$ cat src/rtl/frogger_pkg.sv
// Shared definitions for the Frogger playfield blocks: scheduler states,
// display geometry and lane direction helpers.
package frogger_pkg;

    typedef enum logic [1:0] {
        ST_IDLE   = 2'd0,
        ST_LOAD   = 2'd1,
        ST_RUN    = 2'd2,
        ST_PAUSED = 2'd3
    } lane_state_e;

    localparam int   H_DISPLAY_DEF  = 640;
    localparam int   X_W            = 10;
    localparam logic LANE_DIR_RIGHT = 1'b1;

    // Even lanes travel right, odd lanes travel left.
    function automatic logic lane_dir(input int unsigned lane);
        return lane[0] ? ~LANE_DIR_RIGHT : LANE_DIR_RIGHT;
    endfunction

    function automatic logic [X_W-1:0] lane_home(input int unsigned lane,
                                                 input int unsigned spacing);
        return X_W'(lane * spacing);
    endfunction

endpackage

$ cat src/rtl/lane_scheduler_if.sv
// Control and position bus between game-state control, the lane scheduler
// and the sprite renderer.
interface lane_scheduler_if #(
    parameter int NUM_LANES = 4,
    parameter int DIV_W     = 24
);
    // No backpressure: every control input is sampled on each rising clock
    // edge and always accepted; outputs are registered and valid every cycle.
    logic                                  i_Start;
    logic                                  i_Pause;
    logic                                  i_Stop;
    logic [2:0]                            i_Level;
    logic [DIV_W-1:0]                      i_Base_Div;
    logic [NUM_LANES*frogger_pkg::X_W-1:0] o_Car_X;
    logic [NUM_LANES-1:0]                  o_Step;
    logic                                  o_Running;
    frogger_pkg::lane_state_e              o_State;
    logic [2:0]                            o_Ptr;

    modport master (
        output i_Start, i_Pause, i_Stop, i_Level, i_Base_Div,
        input  o_Car_X, o_Step, o_Running, o_State, o_Ptr
    );

    modport slave (
        input  i_Start, i_Pause, i_Stop, i_Level, i_Base_Div,
        output o_Car_X, o_Step, o_Running, o_State, o_Ptr
    );
endinterface

$ cat src/rtl/lane_stepper.sv
// One-pixel horizontal move with wrap-around at both playfield edges.
module lane_stepper
    import frogger_pkg::*;
#(
    parameter int H_DISPLAY = H_DISPLAY_DEF
) (
    input  logic [X_W-1:0] i_X,
    input  logic           i_Dir_Right,
    output logic [X_W-1:0] o_X_Next
);
    always_comb begin
        o_X_Next = i_X;
        if (i_Dir_Right) begin
            o_X_Next = (i_X == X_W'(H_DISPLAY - 1)) ? '0 : i_X + X_W'(1);
        end else begin
            o_X_Next = (i_X == '0) ? X_W'(H_DISPLAY - 1) : i_X - X_W'(1);
        end
    end
endmodule

$ cat src/rtl/lane_scheduler.sv
// Round-robin lane scheduler: one lane per clock is loaded or serviced
// through a single shared stepper; per-lane counters set the car speed.
module lane_scheduler
    import frogger_pkg::*;
#(
    parameter int NUM_LANES = 4,
    parameter int H_DISPLAY = H_DISPLAY_DEF,
    parameter int DIV_W     = 24
) (
    input  logic             i_Clk,
    input  logic             i_Rst,
    lane_scheduler_if.slave  bus
);
    localparam int                PTR_W   = $clog2(NUM_LANES);
    localparam int                SPACING = H_DISPLAY / NUM_LANES;
    localparam logic [PTR_W-1:0]  LAST    = PTR_W'(NUM_LANES - 1);

    lane_state_e          state_q, state_d;
    logic [PTR_W-1:0]     ptr_q, ptr_d;
    logic [DIV_W-1:0]     cnt_q [NUM_LANES];
    logic [DIV_W-1:0]     cnt_d [NUM_LANES];
    logic [X_W-1:0]       x_q   [NUM_LANES];
    logic [X_W-1:0]       x_d   [NUM_LANES];
    logic [NUM_LANES-1:0] step_q, step_d;
    logic                 running_q, running_d;

    logic [DIV_W-1:0]     eff_raw, eff;
    logic [DIV_W:0]       cnt_inc;
    logic                 due;
    logic [X_W-1:0]       x_cur, x_next;
    logic                 dir_cur;

    // Shared service datapath, muxed onto the lane selected by the pointer.
    always_comb begin
        eff_raw = bus.i_Base_Div >> bus.i_Level;
        eff     = (eff_raw == '0) ? DIV_W'(1) : eff_raw;
        cnt_inc = {1'b0, cnt_q[ptr_q]} + (DIV_W + 1)'(1);
        due     = (cnt_inc >= {1'b0, eff});
        x_cur   = x_q[ptr_q];
        dir_cur = lane_dir(32'(ptr_q));
    end

    lane_stepper #(.H_DISPLAY(H_DISPLAY)) u_stepper (
        .i_X         (x_cur),
        .i_Dir_Right (dir_cur),
        .o_X_Next    (x_next)
    );

    always_ff @(posedge i_Clk or posedge i_Rst) begin
        if (i_Rst) state_q <= ST_IDLE;
        else       state_q <= state_d;
    end

    // Stop beats pause beats start.
    always_comb begin
        state_d = state_q;
        case (state_q)
            ST_IDLE:   if (bus.i_Start) state_d = ST_LOAD;
            ST_LOAD: begin
                if (bus.i_Stop)          state_d = ST_IDLE;
                else if (ptr_q == LAST)  state_d = ST_RUN;
            end
            ST_RUN: begin
                if (bus.i_Stop)          state_d = ST_IDLE;
                else if (bus.i_Pause)    state_d = ST_PAUSED;
            end
            ST_PAUSED: begin
                if (bus.i_Stop)          state_d = ST_IDLE;
                else if (!bus.i_Pause)   state_d = ST_RUN;
            end
            default:                     state_d = ST_IDLE;
        endcase
    end

    always_comb begin
        ptr_d     = ptr_q;
        cnt_d     = cnt_q;
        x_d       = x_q;
        step_d    = '0;
        running_d = (state_q == ST_RUN) && (state_d == ST_RUN);
        case (state_q)
            ST_IDLE: begin
                if (state_d == ST_LOAD) ptr_d = '0;
            end
            ST_LOAD: begin
                if (state_d == ST_IDLE) begin
                    ptr_d = '0;
                end else begin
                    x_d[ptr_q]   = lane_home(32'(ptr_q), SPACING);
                    cnt_d[ptr_q] = '0;
                    ptr_d        = (ptr_q == LAST) ? '0 : ptr_q + PTR_W'(1);
                end
            end
            ST_RUN: begin
                if (state_d == ST_IDLE) begin
                    ptr_d = '0;
                end else if (state_d == ST_RUN) begin
                    if (due) begin
                        cnt_d[ptr_q]  = '0;
                        x_d[ptr_q]    = x_next;
                        step_d[ptr_q] = 1'b1;
                    end else begin
                        cnt_d[ptr_q]  = cnt_inc[DIV_W-1:0];
                    end
                    ptr_d = (ptr_q == LAST) ? '0 : ptr_q + PTR_W'(1);
                end
            end
            ST_PAUSED: begin
                if (state_d == ST_IDLE) ptr_d = '0;
            end
            default: ptr_d = '0;
        endcase
    end

    always_ff @(posedge i_Clk or posedge i_Rst) begin
        if (i_Rst) begin
            ptr_q     <= '0;
            step_q    <= '0;
            running_q <= 1'b0;
            for (int k = 0; k < NUM_LANES; k++) begin
                cnt_q[k] <= '0;
                x_q[k]   <= '0;
            end
        end else begin
            ptr_q     <= ptr_d;
            step_q    <= step_d;
            running_q <= running_d;
            cnt_q     <= cnt_d;
            x_q       <= x_d;
        end
    end

    for (genvar k = 0; k < NUM_LANES; k++) begin : g_car_x
        assign bus.o_Car_X[k*X_W +: X_W] = x_q[k];
    end

    assign bus.o_Step    = step_q;
    assign bus.o_Running = running_q;
    assign bus.o_State   = state_q;
    assign bus.o_Ptr     = 3'(ptr_q);

endmodule
$ cat src/flat_wrapper.sv
// flat-port wrapper written by rule: the top's interface ports become plain ports
module lane_scheduler_flat import frogger_pkg::*;
#(
    parameter int NUM_LANES = 4,
    parameter int H_DISPLAY = H_DISPLAY_DEF,
    parameter int DIV_W     = 24
)
  (i_Clk, i_Rst, bus_i_Start, bus_i_Pause, bus_i_Stop, bus_i_Level, bus_i_Base_Div, bus_o_Car_X, bus_o_Step, bus_o_Running, bus_o_State, bus_o_Ptr);
  lane_scheduler_if #(.NUM_LANES(NUM_LANES), .DIV_W(DIV_W)) bus_i ();
  input  logic i_Clk;
  input  logic i_Rst;
  input wire logic [$bits(bus_i.i_Start)-1:0] bus_i_Start;
  input wire logic [$bits(bus_i.i_Pause)-1:0] bus_i_Pause;
  input wire logic [$bits(bus_i.i_Stop)-1:0] bus_i_Stop;
  input wire logic [$bits(bus_i.i_Level)-1:0] bus_i_Level;
  input wire logic [$bits(bus_i.i_Base_Div)-1:0] bus_i_Base_Div;
  output wire logic [$bits(bus_i.o_Car_X)-1:0] bus_o_Car_X;
  output wire logic [$bits(bus_i.o_Step)-1:0] bus_o_Step;
  output wire logic [$bits(bus_i.o_Running)-1:0] bus_o_Running;
  output wire logic [$bits(bus_i.o_State)-1:0] bus_o_State;
  output wire logic [$bits(bus_i.o_Ptr)-1:0] bus_o_Ptr;
  assign bus_i.i_Start = bus_i_Start;
  assign bus_i.i_Pause = bus_i_Pause;
  assign bus_i.i_Stop = bus_i_Stop;
  assign bus_i.i_Level = bus_i_Level;
  assign bus_i.i_Base_Div = bus_i_Base_Div;
  assign bus_o_Car_X = bus_i.o_Car_X;
  assign bus_o_Step = bus_i.o_Step;
  assign bus_o_Running = bus_i.o_Running;
  assign bus_o_State = bus_i.o_State;
  assign bus_o_Ptr = bus_i.o_Ptr;
  lane_scheduler #(.NUM_LANES(NUM_LANES), .H_DISPLAY(H_DISPLAY), .DIV_W(DIV_W)) u_core (.i_Clk(i_Clk), .i_Rst(i_Rst), .bus(bus_i));
endmodule
$ cat config.mk
export PLATFORM = sky130hd
export DESIGN_NAME = lane_scheduler_flat
export DESIGN_NICKNAME = d
export VERILOG_FILES = /design/src/rtl/frogger_pkg.sv /design/src/rtl/lane_scheduler_if.sv /design/src/rtl/lane_stepper.sv /design/src/rtl/lane_scheduler.sv /design/src/flat_wrapper.sv
export SDC_FILE = /design/constraint.sdc
export NUM_CORES = 1
export LEC_CHECK = 0
export ABC_AREA = 0
export BUFFER_PORTS_ARGS = -buffer_cell sky130_fd_sc_hd__buf_2
export CAP_MARGIN = 40
export CELL_PAD_IN_SITES_DETAIL_PLACEMENT = 1
export CELL_PAD_IN_SITES_GLOBAL_PLACEMENT = 1
export CORE_MARGIN = 5
export CORE_UTILIZATION = 40
export CTS_BUF_LIST = sky130_fd_sc_hd__clkbuf_4
export DETAILED_ROUTE_END_ITERATION = 8
export GPL_TIMING_DRIVEN = 1
export HOLD_SLACK_MARGIN = 0.08
export PLACE_DENSITY = 0.75
export SLEW_MARGIN = 15
export SYNTH_ARGS = -nofsm -noshare
export SYNTH_HDL_FRONTEND = slang
export SYNTH_HIERARCHICAL = 1
export SYNTH_SLANG_ARGS = --single-unit
$ cat constraint.sdc
create_clock -name i_Clk -period 11.3 [get_ports i_Clk]
set_clock_uncertainty 0.15 [all_clocks]
set_input_delay 2.825 -clock i_Clk [delete_from_list [all_inputs] [get_ports i_Clk]]
set_output_delay 2.825 -clock i_Clk [all_outputs]
set_load 0.01 [all_outputs]
Word-level counts from Yosys, hierarchy flattened
Index checks and enable logic that the tools add are counted.
{"block": "classes", "n_addsub": 4, "n_bitwise": 3, "n_lt_le_gt_ge": 5, "mux": 48, "n_eq_ne": 14, "n_shift": 1, "n_reduce_logical": 11, "multipliers": 1}
{"op": "$mux W96", "count": 4}
{"op": "$pmux W96 S2", "count": 1}
{"op": "$mux W40", "count": 4}
{"op": "$and A96 B96 Y96", "count": 1}
{"op": "$bwmux W96", "count": 1}
{"op": "$mux W24", "count": 4}
{"op": "$not A96 Y96", "count": 1}
{"op": "$bwmux W40", "count": 2}
{"op": "$pmux W40 S2", "count": 1}
{"op": "$mux W10", "count": 6}
{"op": "$bmux W24 S2", "count": 1}
{"op": "$demux W24 S2", "count": 1}
{"op": "$mux W2", "count": 13}
{"op": "$add A24 B1 Y25 const B", "count": 1}
{"op": "$ge A25 B24 Y1", "count": 1}
{"op": "$logic_not A24 Y1", "count": 1}
{"op": "$shr A24 B3 Y24", "count": 1}
{"op": "$bmux W10 S2", "count": 1}
{"op": "$demux W10 S2", "count": 1}
{"op": "$mux W4", "count": 4}
{"op": "$pmux W2 S4", "count": 2}
{"op": "$add A10 B1 Y10 const B", "count": 1}
{"op": "$eq A10 B10 Y1 const B", "count": 1}
{"op": "$logic_not A10 Y1", "count": 1}
{"op": "21 further kinds", "count": 32}
{"block": "word_totals", "reg_bits": 145, "inputBits": 32, "out_inout_bits": 50, "word_cells": 99}

Longest topological paths before layout
Gate-level depths: netlist of run 1.
{"block": "depth", "depth_word": 12, "ltp_mapped": 20, "ltp_nobuf": 14}

Cells and area by module
Netlist of run 1, hierarchy kept.
{"mod": "lane_scheduler", "cells_each": 728, "seq_area_each_um2": 3628.5, "n_inst": 1, "area_each_um2": 9022.4}
{"mod": "lane_stepper", "cells_each": 67, "seq_area_each_um2": 0.0, "n_inst": 1, "area_each_um2": 434.2}

Least setup slack after synthesis of run 1
No wires, ideal clock.
{"block": "synth_timing", "path_kind": "input-to-reg", "from": "input port bus_i_Level[1]", "to": "register u_core.x_q, in the netlist u_core/bus.o_Car_X[0]", "cell_stages": 15, "path_buffers": 3, "required_ns": 11.025, "setup_time_ns": 0.125, "t_arrival_ns": 6.689, "setup_slack_ns": 4.337, "cell_sequence": "clkbuf_1 buf_2 mux4_2 mux2i_1 nand4_1 or4_1 o31ai_1 ha_1 nand3_1 nor3_1 a221oi_1 nand4_1 buf_1 o221ai_4 mux2_2"}
{"block": "synth_between", "elab_chain_len": 6}
{"element": "from (decl)", "line": "flat_wrapper.sv:15", "source": "input wire logic [$bits(bus_i.i_Level)-1:0] bus_i_Level;"}
{"element": "$shr A24 B3 Y24 *", "line": "lane_scheduler.sv:35", "source": "eff_raw = bus.i_Base_Div >> bus.i_Level;"}
{"element": "$logic_not A24 Y1", "line": "lane_scheduler.sv:36", "source": "eff = (eff_raw == '0) ? DIV_W'(1) : eff_raw;"}
{"element": "$mux W24 *", "line": "lane_scheduler.sv:36"}
{"element": "$ge A25 B24 Y1 *", "line": "lane_scheduler.sv:38", "source": "due = (cnt_inc >= {1'b0, eff});"}
{"element": "$ne A2 B1 Y1 (no line) *"}
{"element": "$reduce_and A5 Y1 (no line) *"}
{"element": "to (signal, indexed assignment)", "line": "lane_scheduler.sv:122", "source": "x_q[k] <= '0;"}
{"element": "to (signal assigned)", "line": "lane_scheduler.sv:129", "source": "x_q <= x_d;"}
{"element": "to (decl)", "line": "lane_scheduler.sv:22", "source": "logic [X_W-1:0] x_q [NUM_LANES];"}
Every way passes the cells marked *; elsewhere a longest branch is shown, timed or not.
A chain may end at the register's enable or synchronous reset.

Final worst setup path of run 1
{"block": "layout_timing", "from": "input port bus_i_Level[0]", "to": "register u_core.x_q, in the netlist u_core/bus.o_Car_X[34]"}
Same word-level chain as after synthesis.

==> flow_metrics.env, run 1 <==
export IMPL_dieArea_um2=26800
export IMPL_timing_setup_tns_ps=0
export IMPL_worst_pin_slew_ps=896
export IMPL_power_frac_seq=0.412
export IMPL_swShare=0.410
export IMPL_drv_slew=0
export IMPL_clock_sinks=145
export IMPL_cts_max_path_buffers=2
export IMPL_period_share=0.637
export IMPL_internal_power_uw=984
export IMPL_status="completed"
export IMPL_postLayoutCellArea_um2=10500
export IMPL_cpMaxStageDelayCell="o221ai_2"
export IMPL_setup_viol=0
export IMPL_path_common_cell="nand4_1"
export IMPL_path_class="primary input to flop"
export IMPL_final_nets=927
export IMPL_crit_arrival_ps=7520
export IMPL_cts_tree="done"
export IMPL_detail_route_wirelength_met1_um=11600
export IMPL_cts_hold_buffers=0
export IMPL_pin_count=82
export IMPL_dp_hpwl_um=18400
export IMPL_die_w_um=164
export IMPL_drc=0
export IMPL_hold_path_class="flop to flop"
export IMPL_htree_levels=4
export IMPL_initial_core_util=0.404
export IMPL_root_buffer="clkbuf_4"
export IMPL_postSynthAreaPerCell_um2=11.9
export IMPL_synth_top_cell_area_share=0.384
export IMPL_yosysMostFrequentCell="dfrtp_1"
export IMPL_numPortBuffers=80
export IMPL_p_clk_frac=0.212
export IMPL_synth_top_cell_by_area="dfrtp_1"
export IMPL_synthFlopType="dfrtp_1"
export IMPL_max_freq_mhz=139
export IMPL_via_per_inst=6.00
export IMPL_yosysSeqAreaShare=0.384
export IMPL_hold_viol_final=0
export IMPL_grt_usage=0.200
export IMPL_core_um2=23400
export IMPL_period_minus_slack_ps=7200
export IMPL_cap_violations=0
export IMPL_p_leak_nw=4.73
export IMPL_num_vias=7153
export IMPL_end_kind="flop"
export IMPL_grt_max_degree=70
export IMPL_cts_resized_gates=0
export IMPL_path_max_fanout=21
export IMPL_start_kind="primary input"
export IMPL_drive_above_1_share=0.356
export IMPL_wirelength_um=26100
export IMPL_rsz0062_at_grt="no"
export IMPL_gp_congestion=0.855
export IMPL_wl_per_cell_um=21.9
export IMPL_synthCells=795
export IMPL_wl_met2_um=12900
export IMPL_path_cells="buf_2 -> mux4_2 -> and2_1 -> a31oi_1 -> nand4_1 -> or4_1 -> o31ai_1 -> ha_1 -> nand3_1 -> nor3_1 -> a221oi_1 -> nand4_1 -> buf_4 -> o221ai_2 -> mux2_2"
export IMPL_power_density_nw_per_um2=159
export IMPL_die_h_um=164
export IMPL_clkTransAtPathRegs_ps=160
export IMPL_worstPathRequired_ps=11620
export IMPL_slowest_delay_ps=660
export IMPL_placedCellCount=1159
export IMPL_num_rows=56
export IMPL_cts_buffers=17
export IMPL_synth_common_cells="dfrtp_1, mux2_2, o31ai_1"
export IMPL_p_comb_frac=0.377
export IMPL_ir_drop_mv=0.0860
export IMPL_p_sw_uw=685
export IMPL_synth_seq_cells=145
export IMPL_drt_iter0_drc=624
export IMPL_dr_pass1_iters=5
export IMPL_overflow=0
export IMPL_wl_met3_um=1080
export IMPL_slew_headroom=0.395
export IMPL_fin_cells=1192
export IMPL_grt_pass1_vias=7665
export IMPL_syn_num_nets=863
export IMPL_antenna_found_initial=1
export IMPL_cts_setup_buffers=0
export IMPL_clk_latency_ps=570
export IMPL_place_area_um2=10200
export IMPL_ys_types=67
export IMPL_top_layer="met4"
export IMPL_synth_area_leaders="dfrtp_1, mux2_2, mux4_2"
export IMPL_area_delta_synth_final_pct=11.0
export IMPL_synthArstFlopShare=1.00
export IMPL_synth_edff_count=0
export IMPL_ys_warn_count=6
export IMPL_grt_pass1_wl_um=42600
export IMPL_ant_nets=0
export IMPL_fin_total_pwr_mw=1.67
export IMPL_syn_area_um2=9460
-- sequential cells by signal, indices dropped and copies added, names as in the netlist --
| register | cells |
|---|---|
| u_core/bus.o_Step | 4 |
| u_core/cnt_q | 96 |
| u_core/ptr_q | 2 |
| u_core/bus.o_Car_X | 40 |
| u_core/bus.o_Running | 1 |
| u_core/bus.o_State | 2 |
-- power groups by stage --
stage,Sequential (mW),Clock [mW],Combinational [mW]
3_5_place_dp,0.697,0,0.626
3_3_place_gp,0.692,0,0.600
4_1_cts,0.687,0.363,0.628
5_1_grt,0.700,0.391,0.678
2_1_floorplan,0.675,0,0.453
6_report,0.687,0.354,0.628
-- cell families after synthesis --
group	after synthesis	share of synthesized area
compound gates	142	0.118
xor+xnor	25	0.0232
fa+ha+maj	36	0.0476
buf+inv	85	0.0434
flops	145	0.384
mux	183	0.271
other cells	1	0.000397
simple gates	178	0.113
-- placed cells by master (no fill, tap or decap), types with 3 or more instances in the layout --
cell type / instances
nor3_1: 24
xor2_1: 9
inv_6: 4
a21oi_1: 14
a211oi_1: 6
buf_2: 80
o21ai_0: 9
inv_8: 5
o221ai_4: 3
o41ai_1: 4
nor4_1: 4
dfrtp_1: 143
clkinv_8: 4
nand4_1: 18
mux4_2: 48
buf_8: 3
and2_1: 11
nor3b_2: 3
ha_1: 36
nor2_1: 14
nor3b_1: 6
inv_1: 30
nand2_1: 29
nand3_1: 15
nand3b_1: 3
or3_1: 10
mux2_2: 101
buf_4: 13
xnor2_1: 16
o31ai_1: 75
or4_1: 3
mux2i_1: 34
nand2b_1: 9
a31oi_1: 3
and3_1: 9
o21ai_1: 4
and4_1: 4
clkbuf_4: 17
nor3_4: 3
-- metal layers --
metal | GRT usage | vias to the layer above
met3 | 0.0351 | 33
met2 | 0.331 | 191
met4 | 0.0621 | 0
met1 | 0.267 | 3725
met5 | 0 | -
li1 | - | 3204
-- critical path, delay by kind of cell --
| kind | cells | cell delay [ps] |
|---|---|---|
| simple gates | 6 | 1060 |
| fa+ha+maj | 1 | 310 |
| compound gates | 4 | 1590 |
| mux | 2 | 1010 |
| buf+inv | 2 | 720 |
-- per-stage QoR --
step | setup slack (ps) | hold slack [ps] | utilization
after global routing | 3890 | 383 | 0.448
final | 4100 | 370 | 0.448
after CTS | 4130 | 372 | 0.448
after detailed placement | 3490 | 339 | 0.435
after global placement | 3780 | 328 | 0.432
after floorplan | 4340 | 315 | -
-- path summary, 6_finish.rpt --
kind                                     endpoint  cells after the start  slack, ps             start
setup / recovery           u_core/bus.o_Car_X[34]                     15       4100    bus_i_Level[0]
hold / removal                   u_core/cnt_q[42]                      2        370  u_core/cnt_q[42]
setup reg to reg           u_core/bus.o_Car_X[34]                     16       5080   u_core/ptr_q[1]
hold reg to reg                  u_core/cnt_q[42]                      2        370  u_core/cnt_q[42]
max in group asynchronous        u_core/cnt_q[36]                      4       7620             i_Rst
min in group asynchronous        u_core/cnt_q[93]                      2       2180             i_Rst
-- final cells by class --
class | instances | area, um2
well taps | 319 | 399
multi-input cells | 565 | 5450
fillers | 2611 | 12900
diodes | 1 | 2.50
repair buffers | 97 | 571
clock buffers | 17 | 128
inverters | 33 | 129
clock inverters | 15 | 181
flip-flops and latches | 145 | 3630
(Power assumes the default switching activity.)
==> run 2, diff against run 1 <==
- PLACE_DENSITY: 0.75 -> 0.78
- clock period: 11.3 -> 5.8 ns (I/O delays scaled with it)
==> run 2 against run 1 <==
Non-clock buffer count is 17 higher. Clock-buffer cell count stayed put. Via count is 0.32% lower. Critical path type unchanged.
==> flow_metrics.env, run 2 (same netlist as run 1, synthesis figures left out) <==
export IMPL_gp_congestion=0.838
export IMPL_wl_per_cell_um=21.2
export IMPL_timing_setup_tns_ps=0
export IMPL_drc=0
export IMPL_cp_startpoint="bus_i_Level[0]"
export IMPL_worst_pin_slew_ps=878
export IMPL_grt_usage=0.198
export IMPL_initial_core_util=0.404
export IMPL_rsz0062_at_grt="no"
export IMPL_rrSetupSlack_ps=590
export IMPL_grt_pass1_vias=7796
export IMPL_wirelength_um=25600
export IMPL_r2r_end="u_core/bus.o_Car_X[36]"
export IMPL_core_um2=23400
export IMPL_die_w_um=164
export IMPL_worstPathRequired_ps=6110
export IMPL_cap_violations=0
export IMPL_slew_headroom=0.415
export IMPL_cts_resized_gates=0
export IMPL_crit_arrival_ps=5530
export IMPL_end_kind="flop"
export IMPL_numPortBuffers=80
export IMPL_period_share=0.901
export IMPL_r2r_start="u_core/ptr_q[1]"
export IMPL_drive_above_1_share=0.368
export IMPL_cts_setup_buffers=0
export IMPL_period_minus_slack_ps=5220
export IMPL_root_buffer="clkbuf_4"
export IMPL_postLayoutCellArea_um2=10700
export IMPL_cts_max_path_buffers=2
export IMPL_num_vias=7130
export IMPL_final_nets=944
export IMPL_rr_worst_depth=16
export IMPL_hold_path_class="flop to flop"
export IMPL_cts_hold_buffers=0
export IMPL_ir_drop_mv=0.167
export IMPL_start_kind="primary input"
export IMPL_dp_hpwl_um=18300
export IMPL_dp_slack_ps=-23.3
export IMPL_place_area_um2=10400
export IMPL_pin_count=82
export IMPL_setup_worst_path_end="u_core/cnt_q[44]"
export IMPL_max_freq_mhz=191
export IMPL_hold_viol_final=0
export IMPL_setup_viol=0
export IMPL_regMostFlops="u_core/cnt_q"
export IMPL_setup_ws_ps=577
export IMPL_cts_tree="done"
export IMPL_layout_commonest_cell="dfrtp_1"
export IMPL_grt_pass1_wl_um=42800
export IMPL_ant_nets=0
export IMPL_die_h_um=164
export IMPL_via_per_inst=5.90
export IMPL_antenna_found_initial=1
export IMPL_clock_sinks=145
export IMPL_dr_pass1_iters=4
export IMPL_largest_reg_flops=96
export IMPL_cts_buffers=17
export IMPL_drv_slew=0
export IMPL_clkTransAtPathRegs_ps=140
export IMPL_drt_iter0_drc=455
export IMPL_area_delta_synth_final_pct=12.7
export IMPL_p_leak_nw=4.83
export IMPL_final_cell_mix="dfrtp_1, mux2_2, buf_2, o31ai_1, mux4_2"
export IMPL_overflow=0
export IMPL_power_density_nw_per_um2=303
export IMPL_path_class="primary input to flop"
export IMPL_fin_cells=1209
export IMPL_num_rows=56
export IMPL_status="completed"
export IMPL_placedCellCount=1176
export IMPL_clk_latency_ps=560
export IMPL_path_max_fanout=37
export IMPL_dieArea_um2=26800
export IMPL_grt_max_degree=58
export IMPL_htree_levels=4
[run 2: worst max-delay path, cell delays in order]
cell	delay (ps)
buf_2	160
buf_12	160
mux4_2	520
mux2i_1	300
nand4_1	130
or4_1	480
o31ai_1	320
ha_1	290
nand3_1	70
nor3_1	50
a221oi_1	380
nand4_1	150
buf_4	270
or2_1	310
buf_12	190
o31ai_1	280
[run 2: power breakdown]
group	leakage (nW)	switching, mW	internal, mW
clock	0.150	0.449	0.198
sequential	1.94	0.143	1.19
combinational	2.74	0.702	0.546
total	4.83	1.29	1.94
[run 2: layout make-up]
type / count / area [um2]
diodes: 1 / 2.50
inverters: 33 / 129
clock buffers: 17 / 128
multi-input cells: 565 / 5440
fillers: 2539 / 12700
clock inverters: 15 / 161
flip-flops and latches: 145 / 3630
well taps: 319 / 399
repair buffers: 114 / 763
[run 2: how the worst min path moves through the flow]
stage                      from                to  slack, ps  cells past startpoint
2_1_floorplan  u_core/cnt_q[37]  u_core/cnt_q[37]        310                      2
3_3_place_gp   u_core/cnt_q[66]  u_core/cnt_q[66]        330                      2
3_5_place_dp   u_core/cnt_q[70]  u_core/cnt_q[70]        340                      2
4_1_cts        u_core/cnt_q[66]  u_core/cnt_q[66]        370                      2
5_1_grt        u_core/cnt_q[24]  u_core/cnt_q[24]        380                      1
6_report       u_core/cnt_q[70]  u_core/cnt_q[70]        370                      2
[run 2: per-layer routing]
layer | up-vias | track usage | share of wire
met3 | 19 | 0.0316 | 0.031
met2 | 141 | 0.337 | 0.51
met4 | 0 | 0.0480 | 0.012
met1 | 3719 | 0.266 | 0.45
met5 | - | 0 | 0
li1 | 3251 | - | -
[run 2: stage by stage]
stage / hold WS [ps] / util / total power, mW
global placement: 326 / 0.441 / 2.54
floorplan: 315 / - / 2.20
finish: 366 / 0.455 / 3.23
CTS: 370 / 0.455 / 3.26
global route: 384 / 0.455 / 3.43
detailed placement: 337 / 0.443 / 2.60
